[src/rtl/icache_pkg.sv]
// rtl/icache_pkg.sv - shared types and widths for the instruction cache
//
// Purpose: refill FSM state encoding and the fixed datapath widths used by
// instruction_cache and icache_data_array.
// Ports: none (package).
// Optional build macro used by this block: ICACHE_PERF_COUNTERS_EN.

package icache_pkg;

    typedef enum logic [1:0] {
        IDLE     = 2'd0,
        MEM_READ = 2'd1,
        UPDATE   = 2'd2
    } state_t;

    localparam int BLOCK_BITS    = 128;
    localparam int WORD_BITS     = 32;
    localparam int MEM_ADDR_BITS = 28;
    localparam int OFFSET_BITS   = 2;

endpackage

[src/rtl/icache_data_array.sv]
// rtl/icache_data_array.sv - flop-based valid/tag/data storage for the instruction cache
//
// Purpose: one valid bit, one tag and one 128-bit block per line. Only the
// valid bits are reset; tags and data keep whatever they held.
// Ports:
//   clock, reset        system clock, asynchronous active-high reset
//   read_index          line looked up combinationally
//   write_enable        fill the line at write_index on the next edge
//   write_index         line being filled
//   write_tag           tag stored with the fill
//   write_block         128-bit block stored with the fill
//   valid, tag, block   contents of the line at read_index

import icache_pkg::*;

module icache_data_array #(
    parameter int INDEX_BITS = 3,
    parameter int TAG_BITS   = 28 - INDEX_BITS
) (
    input  logic                  clock,
    input  logic                  reset,
    input  logic [INDEX_BITS-1:0] read_index,
    input  logic                  write_enable,
    input  logic [INDEX_BITS-1:0] write_index,
    input  logic [TAG_BITS-1:0]   write_tag,
    input  logic [BLOCK_BITS-1:0] write_block,
    output logic                  valid,
    output logic [TAG_BITS-1:0]   tag,
    output logic [BLOCK_BITS-1:0] block
);

    localparam int LINES = 1 << INDEX_BITS;

    logic [LINES-1:0]      valid_array;
    logic [TAG_BITS-1:0]   tag_array  [LINES];
    logic [BLOCK_BITS-1:0] block_array[LINES];

    always_ff @(posedge clock or posedge reset) begin
        if (reset) begin
            valid_array <= '0;
        end else if (write_enable) begin
            valid_array[write_index] <= 1'b1;
        end
    end

    // Tags and data are deliberately unreset: a cleared valid bit is enough
    // to make every line miss.
    always_ff @(posedge clock) begin
        if (write_enable) begin
            tag_array[write_index]   <= write_tag;
            block_array[write_index] <= write_block;
        end
    end

    assign valid = valid_array[read_index];
    assign tag   = tag_array[read_index];
    assign block = block_array[read_index];

endmodule

[src/rtl/instruction_cache.sv]
// rtl/instruction_cache.sv - direct-mapped read-only instruction cache
//
// Purpose: serves 32-bit instruction words to the fetch stage and refills
// 16-byte lines from block memory, stalling the CPU during a refill.
// Ports:
//   clock, reset        system clock, asynchronous active-high reset
//   cpu_read            fetch request
//   cpu_address         byte address (bits [1:0] ignored), held while stalled
//   cpu_instruction     fetched word, valid while cpu_busywait is low
//   cpu_busywait        stall request to the CPU
//   mem_read            block read request
//   mem_address         block address = cpu_address[31:4]
//   mem_readdata        128-bit little-endian block
//   mem_busywait        memory busy; low marks the completing edge
//   hit_count, miss_count  access counters (only with ICACHE_PERF_COUNTERS_EN)

import icache_pkg::*;

module instruction_cache #(
    parameter int INDEX_BITS = 3,
    parameter int TAG_BITS   = 28 - INDEX_BITS
) (
    input  logic                     clock,
    input  logic                     reset,
    input  logic                     cpu_read,
    input  logic [31:0]              cpu_address,
    output logic [WORD_BITS-1:0]     cpu_instruction,
    output logic                     cpu_busywait,
    output logic                     mem_read,
    output logic [MEM_ADDR_BITS-1:0] mem_address,
    input  logic [BLOCK_BITS-1:0]    mem_readdata,
    input  logic                     mem_busywait
`ifdef ICACHE_PERF_COUNTERS_EN
    ,
    output logic [31:0]              hit_count,
    output logic [31:0]              miss_count
`endif
);

    state_t                  state;
    logic [OFFSET_BITS-1:0]  offset;
    logic [INDEX_BITS-1:0]   index;
    logic [TAG_BITS-1:0]     tag;
    logic                    line_valid;
    logic [TAG_BITS-1:0]     line_tag;
    logic [BLOCK_BITS-1:0]   line_block;
    logic                    hit;
    logic                    unused_byte_bits;

    assign offset           = cpu_address[3:2];
    assign index            = cpu_address[4 +: INDEX_BITS];
    assign tag              = cpu_address[31 -: TAG_BITS];
    assign unused_byte_bits = ^cpu_address[1:0];

    // Index and tag come from the live address; the CPU holds it stable
    // for the whole refill, so UPDATE writes the line that missed.
    icache_data_array #(
        .INDEX_BITS (INDEX_BITS),
        .TAG_BITS   (TAG_BITS)
    ) u_data_array (
        .clock        (clock),
        .reset        (reset),
        .read_index   (index),
        .write_enable (state == UPDATE),
        .write_index  (index),
        .write_tag    (tag),
        .write_block  (mem_readdata),
        .valid        (line_valid),
        .tag          (line_tag),
        .block        (line_block)
    );

    assign hit             = line_valid && (line_tag == tag);
    assign cpu_instruction = line_block[{offset, 5'b00000} +: WORD_BITS];
    assign cpu_busywait    = (state == IDLE) ? (cpu_read && !hit) : 1'b1;
    assign mem_address     = {tag, index};

    always_ff @(posedge clock or posedge reset) begin
        if (reset) begin
            state    <= IDLE;
            mem_read <= 1'b0;
`ifdef ICACHE_PERF_COUNTERS_EN
            hit_count  <= '0;
            miss_count <= '0;
`endif
        end else begin
            case (state)
                IDLE: begin
                    if (cpu_read && !hit) begin
                        state    <= MEM_READ;
                        mem_read <= 1'b1;
`ifdef ICACHE_PERF_COUNTERS_EN
                        miss_count <= miss_count + 32'd1;
`endif
                    end
`ifdef ICACHE_PERF_COUNTERS_EN
                    else if (cpu_read) begin
                        hit_count <= hit_count + 32'd1;
                    end
`endif
                end
                MEM_READ: begin
                    if (!mem_busywait) begin
                        state    <= UPDATE;
                        mem_read <= 1'b0;
                    end
                end
                UPDATE: begin
                    state <= IDLE;
                end
                default: begin
                    state    <= IDLE;
                    mem_read <= 1'b0;
                end
            endcase
        end
    end

endmodule
[config.mk]
export PLATFORM = sky130hd
export DESIGN_NAME = instruction_cache
export DESIGN_NICKNAME = d
export VERILOG_FILES = /design/src/rtl/icache_pkg.sv /design/src/rtl/icache_data_array.sv /design/src/rtl/instruction_cache.sv
export SDC_FILE = /design/constraint.sdc
export NUM_CORES = 1
export LEC_CHECK = 0
export CORE_MARGIN = 2
export CORE_UTILIZATION = 45
export CTS_CLUSTER_SIZE = 40
export DETAILED_ROUTE_END_ITERATION = 10
export GPL_TIMING_DRIVEN = 0
export PLACE_DENSITY = 0.63
export SLEW_MARGIN = 40
export SYNTH_ARGS = -nofsm -noshare
export SYNTH_HDL_FRONTEND = slang
export SYNTH_SLANG_ARGS = --single-unit
[constraint.sdc]
create_clock -name clock -period 23.2 [get_ports clock]
set_input_delay 4.64 -clock clock [delete_from_list [all_inputs] [get_ports clock]]
set_output_delay 4.64 -clock clock [all_outputs]
set_load 0.02 [all_outputs]
==> out/qor.txt <==
CTS H-Tree Depth = 3
post-CTS setup buffers = 0
slowest cell on the critical path = clkdlybuf4s50_1
Final HPWL DP = 110100 um
clock power share = 38.9%
Crit Path Max Fanout = 10
first-pass GRT wire length = 222900 um
PortBufs = 221
CP peak stage delay = 0.76 ns
commonest non-fill, non-tap cells in the layout = edfxtp_1 (1224), clkdlybuf4s50_1 (221), mux2i_1 (209)
Synth Cell Area = 47940 um2
TritonRoute pass-1 iters = 6
Seq/Total Area, Yosys = 77.24%
most used cell, CP = buf_6
RSZ-0062 raised after global routing = no
PD cells = 83.34 nW/um2
post-layout util = 54.57%
residual DRC count = 0
Synth Register Bits = 1235
# setup viols final = 0
sw power = 1.123 mW
Post-CTS Hold Fix Bufs = 0
clock latency on the worst-skew pair = 0.75 ns
Reg clk slew, reported paths = 0.06 ns
die area = 109200 um2
Filler cells = 8243
worst hold slack = 0.4714 ns
largest net degree at the start of global routing = 31
most common cell after layout, fill and taps aside = edfxtp_1
fmax = 0.07047 GHz
combinational group share of total power = 8.7%
sum of negative setup slack = 0 ns
Switching Share = 23.42%
placement row count = 119
Critical Path Start Type = primary input
library cells used by synthesis = 60
final setup margin = 9.009 ns
Hold Crit Class = reg -> reg
P_int = 3.671 mW
type of destination of the critical path = output port
Leak = 19.18 nW
Setup WS pre-CTS = 9.139 ns
syn_area_per_cell = 17.75 um2
min Tclk post-route = 14.19 ns
Synthesized Nets = 2865
placeable core area = 105400 um2
synth warn = 0
area grow syn2layout = 19.97%
CTS root buf = clkbuf_16
initial antenna violation count = 25
vias post-DR = 29790
Die Ht = 330.4 um
I/O pins = 226
CTS sink count = 1235
Least-Margin Pin Slew = 0.9206 ns
sequential group share of total power = 52.4%
CP cell instances = clkdlybuf4s50_1, buf_6, buf_6, buf_6, and2_0, clkbuf_2, clkbuf_2, a21oi_1, a21oi_1, nand2_1, o21ai_1, clkdlybuf4s50_1
Final Cycle Share = 61.17%
post-cts gate resize count = 0
main flop type after synthesis = edfxtp_1
Slew Viols, Final = 0
GRT Total Usage = 29.88%
final wirelength = 164900 um
Vias/cell = 6.362
Initial DRC Count = 5246
Die X = 330.4 um
outcome = finished, final reports clean
max-cap violations = 0
Overflow after GRT = 0
Starting Density = 45.48%
TritonCTS clock tree = done
total CTS buffers = 118
crit path DAT = 9.55 ns
Clock Skew = 0.04040 ns
Hold Violations, Final = 0
Final Net Count = 3355
share of cells above drive strength 1 = 20.07%
Cells after Synth = 2701
antenna viol nets, final = 0
EDFF count, synth = 1224
CP Data Required Time = 18.56 ns
Synth async-reset ratio = 0.8907%
GPL Wtd Cong = 0.9106
WL/cell = 35.22 um
CP Class = in -> out
vias in the first global route = 28680
Max VDD drop = 0.07018 mV
Slew HR = 38.63%
CTS max path bufs = 3
[critical path, delay by kind of cell]
family | cells | cell delay, ns
simple gates | 2 | 0.70
buf+inv | 7 | 3.20
compound gates | 3 | 0.95
[flip-flops by register name, indices dropped and copies added, names as in the netlist]
| name | cells |
|---|---|
| u_data_array.block_array | 1024 |
| u_data_array.tag_array | 200 |
| u_data_array.valid_array | 8 |
| state | 2 |
| mem_read | 1 |
[synthesized netlist by cell type, types with 12 or more instances]
cell | count | area (um2)
buf_1 | 12 | 45.04
o221ai_1 | 21 | 183.9
clkbuf_1 | 68 | 255.2
mux4_2 | 64 | 1441
a22oi_1 | 84 | 630.6
mux2i_1 | 209 | 2092
o2111ai_1 | 12 | 105.1
buf_4 | 56 | 420.4
a211oi_1 | 19 | 142.6
nand3_1 | 18 | 90.09
a22o_1 | 16 | 140.1
o21ai_0 | 125 | 625.6
nor2_1 | 104 | 390.4
nand2_1 | 138 | 518.0
a221o_1 | 15 | 150.1
a21oi_1 | 148 | 740.7
a221oi_1 | 59 | 516.8
mux2_2 | 71 | 799.5
buf_2 | 49 | 245.2
edfxtp_1 | 1224 | 36760
xnor2_1 | 23 | 201.4
o211ai_1 | 34 | 255.2
[final cells by class]
class / instances / area [um2] / area share [%]
multi-input cells: 1265 / 9896 / 17.20
well taps: 1391 / 1740 / 3.026
clock inverters: 79 / 693.2 / 1.205
flip-flops and latches: 1235 / 37030 / 64.38
plain buffers: 196 / 1180 / 2.051
clock buffers: 134 / 3013 / 5.238
diodes: 7 / 17.52 / 0.03045
repair buffers: 370 / 3933 / 6.837
inverters: 5 / 18.77 / 0.03263
[stage by stage]
step,area [um2],total power [mW],instances
CTS,57490,4.787,4673
finish,57520,4.794,4682
global route,57510,4.895,4676
global placement,51900,2.956,4313
detailed placement,53780,2.961,4460
floorplan,47940,2.742,2701
[kinds of logic (layout without fill, tap and decap cells)]
logic type	Yosys count	in the layout	synth area share [%]
simple gates	308	308	2.724
xor+xnor	24	24	0.4384
other cells	0	7	0
compound gates	587	587	8.187
mux	346	346	9.084
buf+inv	201	784	2.330
flops	1235	1235	77.24
[worst paths after layout]
kind,depth (start not counted),from,to,slack (ns)
hold reg to reg,1,u_data_array.valid_array[1],u_data_array.valid_array[1],0.47
setup reg to reg,9,state[1],u_data_array.block_array[0][22],19.85
max in group asynchronous,2,reset,u_data_array.valid_array[1],18.64
hold / removal,1,u_data_array.valid_array[1],u_data_array.valid_array[1],0.47
setup / recovery,12,cpu_address[4],cpu_instruction[13],9.01
min in group asynchronous,2,reset,u_data_array.valid_array[4],4.22
[layer usage]
layer / GRT usage [%] / share of wire [%] / up-vias
met3: 9.019 / 14 / 501
met5: 0 / 0.14 / -
li1: - / - / 11870
met1: 38.35 / 35 / 14970
met2: 45.63 / 45 / 2401
met4: 16.57 / 6.4 / 38
[power groups by stage]
| stage | clock network, mW | logic (mW) | registers (mW) |
|---|---|---|---|
| 2_1_floorplan | 0 | 0.175 | 2.57 |
| 3_3_place_gp | 0 | 0.377 | 2.58 |
| 3_5_place_dp | 0 | 0.403 | 2.56 |
| 4_1_cts | 1.87 | 0.404 | 2.51 |
| 5_1_grt | 1.96 | 0.425 | 2.51 |
| 6_report | 1.87 | 0.416 | 2.51 |
Power figures use the tool's default switching activity.
